$ cat src/rtl/tick_debounce_pkg.sv
// Shared definitions for the button debounce / tick generator: FSM state
// encoding, default timing constants and legal parameter limits.
package tick_debounce_pkg;

    typedef enum logic [2:0] {
        ST_IDLE       = 3'd0,
        ST_DB_PRESS   = 3'd1,
        ST_HELD       = 3'd2,
        ST_REPEAT     = 3'd3,
        ST_DB_RELEASE = 3'd4
    } state_e;

    localparam int unsigned DEF_DB_CYCLES  = 4;
    localparam int unsigned DEF_RPT_DELAY  = 20;
    localparam int unsigned DEF_RPT_PERIOD = 8;

    localparam int unsigned MAX_DB_CYCLES  = 1023;
    localparam int unsigned MAX_RPT_CYCLES = 65535;

    function automatic int unsigned max_u(input int unsigned a, input int unsigned b);
        return (a > b) ? a : b;
    endfunction

endpackage

$ cat src/rtl/sync_2ff.sv
// Two-flop synchronizer bringing the raw button level into the clk domain.
module sync_2ff (
    input  logic clk,
    input  logic reset,
    input  logic d,
    output logic q
);

    logic meta_q;
    logic sync_q;

    always_ff @(posedge clk) begin
        if (reset) begin
            meta_q <= 1'b0;
            sync_q <= 1'b0;
        end else begin
            meta_q <= d;
            sync_q <= meta_q;
        end
    end

    assign q = sync_q;

endmodule

$ cat src/rtl/tick_debounce_gen.sv
// Debounces a bouncing push button and turns accepted presses (plus optional
// auto-repeat while held) into single-cycle count-enable ticks.
module tick_debounce_gen
    import tick_debounce_pkg::*;
#(
    parameter int unsigned DB_CYCLES  = DEF_DB_CYCLES,
    parameter int unsigned RPT_DELAY  = DEF_RPT_DELAY,
    parameter int unsigned RPT_PERIOD = DEF_RPT_PERIOD
) (
    input  logic clk,
    input  logic reset,
    input  logic btn_in,
    input  logic rpt_en,
    output logic tick,
    output logic btn_level,
    output logic rpt_active
);

    localparam int unsigned DB_W    = $clog2(DB_CYCLES) + 1;
    localparam int unsigned RPT_MAX = max_u(RPT_DELAY, RPT_PERIOD);
    localparam int unsigned RPT_W   = $clog2(RPT_MAX) + 1;

    // Terminal values: a count of N cycles completes when the counter,
    // cleared on entry, reads N-1 at an edge.
    localparam logic [DB_W-1:0]  DB_LAST     = DB_W'(DB_CYCLES - 1);
    localparam logic [RPT_W-1:0] DELAY_LAST  = RPT_W'(RPT_DELAY - 1);
    localparam logic [RPT_W-1:0] PERIOD_LAST = RPT_W'(RPT_PERIOD - 1);

    if ((DB_CYCLES < 1) || (DB_CYCLES > MAX_DB_CYCLES)) begin : g_bad_db_cycles
        $error("tick_debounce_gen: DB_CYCLES must be within 1..1023");
    end
    if ((RPT_DELAY < 1) || (RPT_DELAY > MAX_RPT_CYCLES)) begin : g_bad_rpt_delay
        $error("tick_debounce_gen: RPT_DELAY must be within 1..65535");
    end
    if ((RPT_PERIOD < 1) || (RPT_PERIOD > MAX_RPT_CYCLES)) begin : g_bad_rpt_period
        $error("tick_debounce_gen: RPT_PERIOD must be within 1..65535");
    end

    logic btn_s;

    sync_2ff u_sync (
        .clk   (clk),
        .reset (reset),
        .d     (btn_in),
        .q     (btn_s)
    );

    state_e           state_q,      state_d;
    logic [DB_W-1:0]  db_cnt_q,     db_cnt_d;
    logic [RPT_W-1:0] rpt_cnt_q,    rpt_cnt_d;
    logic             tick_q,       tick_d;
    logic             level_q,      level_d;
    logic             rpt_active_q;

    always_ff @(posedge clk) begin
        if (reset) begin
            state_q      <= ST_IDLE;
            db_cnt_q     <= '0;
            rpt_cnt_q    <= '0;
            tick_q       <= 1'b0;
            level_q      <= 1'b0;
            rpt_active_q <= 1'b0;
        end else begin
            state_q      <= state_d;
            db_cnt_q     <= db_cnt_d;
            rpt_cnt_q    <= rpt_cnt_d;
            tick_q       <= tick_d;
            level_q      <= level_d;
            rpt_active_q <= (state_d == ST_REPEAT);
        end
    end

    always_comb begin
        state_d   = state_q;
        db_cnt_d  = db_cnt_q;
        rpt_cnt_d = rpt_cnt_q;
        tick_d    = 1'b0;
        level_d   = level_q;

        case (state_q)
            ST_IDLE: begin
                if (btn_s) begin
                    state_d  = ST_DB_PRESS;
                    db_cnt_d = '0;
                end
            end

            ST_DB_PRESS: begin
                if (!btn_s) begin
                    state_d  = ST_IDLE;
                    db_cnt_d = '0;
                end else if (db_cnt_q == DB_LAST) begin
                    state_d   = ST_HELD;
                    db_cnt_d  = '0;
                    rpt_cnt_d = '0;
                    level_d   = 1'b1;
                    tick_d    = 1'b1;
                end else begin
                    db_cnt_d = db_cnt_q + DB_W'(1);
                end
            end

            ST_HELD: begin
                // Release has priority; the repeat counter parks at its
                // terminal value so a late rpt_en starts repeating at once.
                if (!btn_s) begin
                    state_d  = ST_DB_RELEASE;
                    db_cnt_d = '0;
                end else if (rpt_cnt_q >= DELAY_LAST) begin
                    if (rpt_en) begin
                        state_d   = ST_REPEAT;
                        rpt_cnt_d = '0;
                        tick_d    = 1'b1;
                    end
                end else begin
                    rpt_cnt_d = rpt_cnt_q + RPT_W'(1);
                end
            end

            ST_REPEAT: begin
                if (!btn_s) begin
                    state_d  = ST_DB_RELEASE;
                    db_cnt_d = '0;
                end else if (!rpt_en) begin
                    state_d   = ST_HELD;
                    rpt_cnt_d = '0;
                end else if (rpt_cnt_q == PERIOD_LAST) begin
                    rpt_cnt_d = '0;
                    tick_d    = 1'b1;
                end else begin
                    rpt_cnt_d = rpt_cnt_q + RPT_W'(1);
                end
            end

            ST_DB_RELEASE: begin
                if (btn_s) begin
                    state_d   = ST_HELD;
                    db_cnt_d  = '0;
                    rpt_cnt_d = '0;
                end else if (db_cnt_q == DB_LAST) begin
                    state_d  = ST_IDLE;
                    db_cnt_d = '0;
                    level_d  = 1'b0;
                end else begin
                    db_cnt_d = db_cnt_q + DB_W'(1);
                end
            end

            default: begin
                state_d   = ST_IDLE;
                db_cnt_d  = '0;
                rpt_cnt_d = '0;
                level_d   = 1'b0;
            end
        endcase
    end

    assign tick       = tick_q;
    assign btn_level  = level_q;
    assign rpt_active = rpt_active_q;

endmodule

$ cat config.mk
export PLATFORM = sky130hd
export DESIGN_NAME = tick_debounce_gen
export DESIGN_NICKNAME = d
export VERILOG_FILES = /design/src/rtl/tick_debounce_pkg.sv /design/src/rtl/sync_2ff.sv /design/src/rtl/tick_debounce_gen.sv
export SDC_FILE = /design/constraint.sdc
export NUM_CORES = 1
export LEC_CHECK = 0
export ABC_AREA = 1
export ABC_CLOCK_PERIOD_IN_PS = 3400
export BUFFER_PORTS_ARGS = -buffer_cell sky130_fd_sc_hd__buf_4
export CORE_ASPECT_RATIO = 0.7
export CORE_UTILIZATION = 41
export CTS_CLUSTER_SIZE = 12
export DETAILED_ROUTE_END_ITERATION = 7
export PLACE_DENSITY = 0.58
export SLEW_MARGIN = 5
export SYNTH_ARGS = -nofsm -noshare
export SYNTH_HDL_FRONTEND = slang
export SYNTH_SLANG_ARGS = --single-unit
$ cat constraint.sdc
create_clock -name clk -period 3.4 [get_ports clk]
set_clock_uncertainty 0.15 [all_clocks]
set_input_delay 0.51 -clock clk [delete_from_list [all_inputs] [get_ports clk]]
set_output_delay 0.51 -clock clk [all_outputs]
set_load 0.005 [all_outputs]
==> Implementation_results.wiki <==
{| class="wikitable"
! Metric !! Value
|-
| Run status || completed
|-
| Cell type with the highest occurrence count on the critical path || nand2_1
|-
| CTS sink count || 17
|-
| Initial antenna violation count || 0
|-
| Actual transition at the worst max-transition pin || 0.341 ns
|-
| Hold Buf Count CTS || 0
|-
| Clock-pin slew of the registers on the worst-case setup and hold paths || roughly 0.080 ns
|-
| Critical path peak fanout || 7
|-
| Number of detailed-route iterations in the first pass || 4
|-
| Arrival time at the worst endpoint || about 1.7 ns
|-
| Pre-CTS WS || 1.75 ns
|-
| Number of cell instances on the worst register-to-register path || 9
|-
| Dominant combinational cell family by area after synthesis || simple AND/OR/NAND/NOR gates
|-
| Worst rel slew slack || 0.772
|-
| Worst r2r dst || rpt_cnt_q[0]
|-
| Worst Path Buf+Inv || 0
|-
| Number of setup buffers added after CTS || 0
|-
| Number of cells produced by synthesis || 167
|-
| Critical path class || reg -> reg
|-
| R2R Setup Slk || 1.71 ns
|-
| Register bit count reported by yosys || 17
|-
| Top sig layer || met4
|-
| Power density over the cells || 320 nW/µm²
|-
| Placer congestion estimate || slightly below 0.9
|-
| Total die area || roughly 2900 µm²
|-
| Final hold slack || 0.257 ns
|-
| Maximum single-stage delay on the critical path || 0.33 ns
|-
| Post-Synthesis Cell Area || 1080 µm²
|-
| Worst Path Required || 3.40 ns
|-
| Element type at the critical path end || register
|-
| Post-synthesis share of cell area spent on full adders, half adders and majority gates || 0.0231
|-
| Multiplexer area fraction after synthesis || 0
|-
| DRT iter0 DRCs || 123
|-
| Final critical path time including I/O delays and setup || 1.69 ns
|-
| Hold Crit Endpoint || u_sync.q
|-
| Setup TNS || 0 ns
|-
| Number of vias after detailed routing || 1074
|-
| Total nets after synthesis || 173
|-
| Total area of sequential cells || 340 µm²
|-
| Synth Area per Inst || 6.49 µm²
|-
| Cell chain of the critical path || ha_1 > nor2_1 > nand2_1 > nand2_1 > nor2_2 > nor2_2 > nand2_1 > nand2_1 > nor2_1
|-
| Total clock buffers created by CTS || 3
|-
| Filler cell count || 263
|-
| Largest net degree at the start of global routing || 13
|-
| Maximum level of the CTS H-tree || 1
|-
| Setup repair after global routing missed its margin || no
|-
| Simple-Gate Fraction of Synth Area || 0.469
|-
| Core area || between 2000 and 2500 µm²
|-
| Max Slew Vio Count || 0
|-
| Endpoints failing setup || 0
|-
| Proportion of layout cells with a drive suffix above 1 || 0.171
|-
| Most common cell after layout, fill and taps aside || nand2_1
|-
| Wire length of the first global-routing pass || approximately 4000 µm
|-
| # IOs || 7
|-
| Width of the die || 63.4 µm
|-
| Final Net Count || ~180
|-
| Launch point of the worst reg-to-reg path || rpt_cnt_q[0]
|-
| Category of cells accounting for the largest share of critical-path delay || simple AND/OR/NAND/NOR gates
|-
| Average via count per standard cell || around 5.1
|-
| Leakage || 0.543 nW
|-
| Master of the slowest instance on the critical path || dfxtp_1
|-
| Detailed placement HPWL || 1820 µm
|-
| Type of the tightest min-delay check || reg -> reg
|-
| Cell depth of the worst hold path || 2
|-
| Die height || 45.0 µm
|-
| Met1 Routed Length || 1270 µm
|-
| Proportion of synthesized chip area in sequential cells || 0.314
|-
| Hold violation total from the final report || 0
|-
| Final Worst Setup Slack || ~1.7 ns
|-
| Post-synthesis share of cell area spent on xor and xnor gates || 0
|-
| Met3 Wirelength || between 150 and 200 µm
|-
| Min-Delay Startpoint || u_sync.meta_q
|-
| Ys Warns || 0
|-
| Final Cell Area || approximately 1200 µm²
|-
| Clock Root Buffer || clkbuf_8
|-
| Crit. Startpoint || rpt_cnt_q[0]
|-
| Max Freq || 592 MHz
|-
| Metal2 WL || 903 µm
|-
| WL/cell || 11.2 µm
|-
| Post-synth top area share || 0.314
|-
| Post-synthesis compound-gate area fraction || 0.100
|-
| Number of unique standard cell types used by synthesis || 27
|-
| Number of remaining DRC errors || 0
|-
| Max-cap violations || 0
|-
| Number of buffers on the longest clock path || 2
|-
| Count of input and output buffers || 6
|-
| Residual overflow from global routing || 0
|-
| Total detailed-routing wirelength || 2350 µm
|-
| Count of antenna-violating nets left after detailed routing || 0
|-
| Overall Global Routing Usage || 0.185
|-
| Startpoint kind of the worst setup timing path || register
|-
| Number of resized instances in the post-cts repair step || 0
|-
| Number of global-route vias before repair || 829
|-
| Commonest cells after routing, fill and taps aside || nand2_1, inv_1, nand3_1, nor2_1, dfxtp_1
|-
| Inserted Diodes || 0
|-
| Clk Latency, worst-skew pair || 0.26 ns
|-
| Synth-to-Final Area Change || 11.9%
|-
| Top post-synthesis cells by area || dfxtp_1, nand2_1, nand3_1, inv_1, nor2_1
|-
| Initial standard-cell utilization of the core || 0.437
|-
| Share of the core filled with cells in the final layout || 0.489
|-
| Total area of multi-input combinational cells || 642 µm²
|-
| Cell taking the most area after synthesis || dfxtp_1
|-
| Final critical-path share of the clock period || 0.497
|-
| CTS tree || done
|-
| Peak ir drop on the vdd network || 204 µV
|-
| Placed Instance Area || around 1200 µm²
|-
| Row count || 15
|}
==> layout make-up <==
cell class	count	share of cell area
clock inverters	1	0.00619
multi-input cells	123	0.529
flip-flops and latches	17	0.281
clock buffers	3	0.0341
well taps	34	0.0351
repair buffers	6	0.0372
inverters	25	0.0774
==> cells by family (layout without fill, tap and decap cells) <==
logic type,after synthesis,in the layout
and+or+nand+nor,104,104
DFF,17,17
adders and majority gates,2,2
AOI/OAI and AO/OA,17,17
buffers and inverters,27,35
==> synthesized netlist by cell type <==
cell type and n:
nor2_1 17, dfxtp_1 17, nand2_4 1, inv_2 3, nor2_2 6, nand4_1 7, nand4_4 1, a21oi_1 5
o211ai_1 1, o21a_1 2, a211oi_1 1, a21oi_2 2, o21ai_2 1, o21ai_0 4, nand3_2 1, nor3_2 1
clkbuf_1 1, nand2_1 46, ha_1 2, nand3_1 18, nand2_2 2, inv_1 22, nand3b_1 1, nor3_1 1
buf_1 1, nor2_4 2, o31ai_1 1
==> worst min-delay path, cell delays in order (launching register included) <==
cell and delay, ns:
dfxtp_1 0.30, inv_1 0.04, nor2_1 0.03
==> registers in the layout (all words and copies together) (netlist names) <==
signal and cells:
u_sync.meta_q 1, rpt_active 1, rpt_cnt_q 6, state_q 3, btn_level 1, tick 1
db_cnt_q 3, u_sync.q 1
==> per-layer routing <==
metal,up-vias,global-route usage
li1,557,-
met1,472,0.293
met2,43,0.228
met3,2,0.0606
met4,0,0.0455
met5,-,0
==> stage by stage <==
stage          instances  total power, W
4_1_cts              209        0.000393
3_3_place_gp         205        0.000230
6_report             209        0.000388
2_1_floorplan        167        0.000222
5_1_grt              209        0.000403
3_5_place_dp         205        0.000230
==> how the worst max path moves through the flow <==
stage / end / slack, ns / cells past startpoint
global route: rpt_active / 1.52 / 9
detailed placement: rpt_cnt_q[0] / 1.75 / 9
floorplan: rpt_cnt_q[0] / 1.86 / 9
CTS: rpt_cnt_q[3] / 1.73 / 10
global placement: rpt_cnt_q[3] / 1.76 / 10
finish: rpt_cnt_q[0] / 1.71 / 9
==> power breakdown <==
group / total [W] / switching, W / internal (W) / leakage [nW]
clock: 0.000163 / 0.0000804 / 0.0000826 / 0.0217
sequential: 0.000204 / 0.00000266 / 0.000201 / 0.137
combinational: 0.0000215 / 0.0000147 / 0.00000680 / 0.384
total: 0.000388 / 0.0000978 / 0.000290 / 0.543
Power figures use the tool's default switching activity.
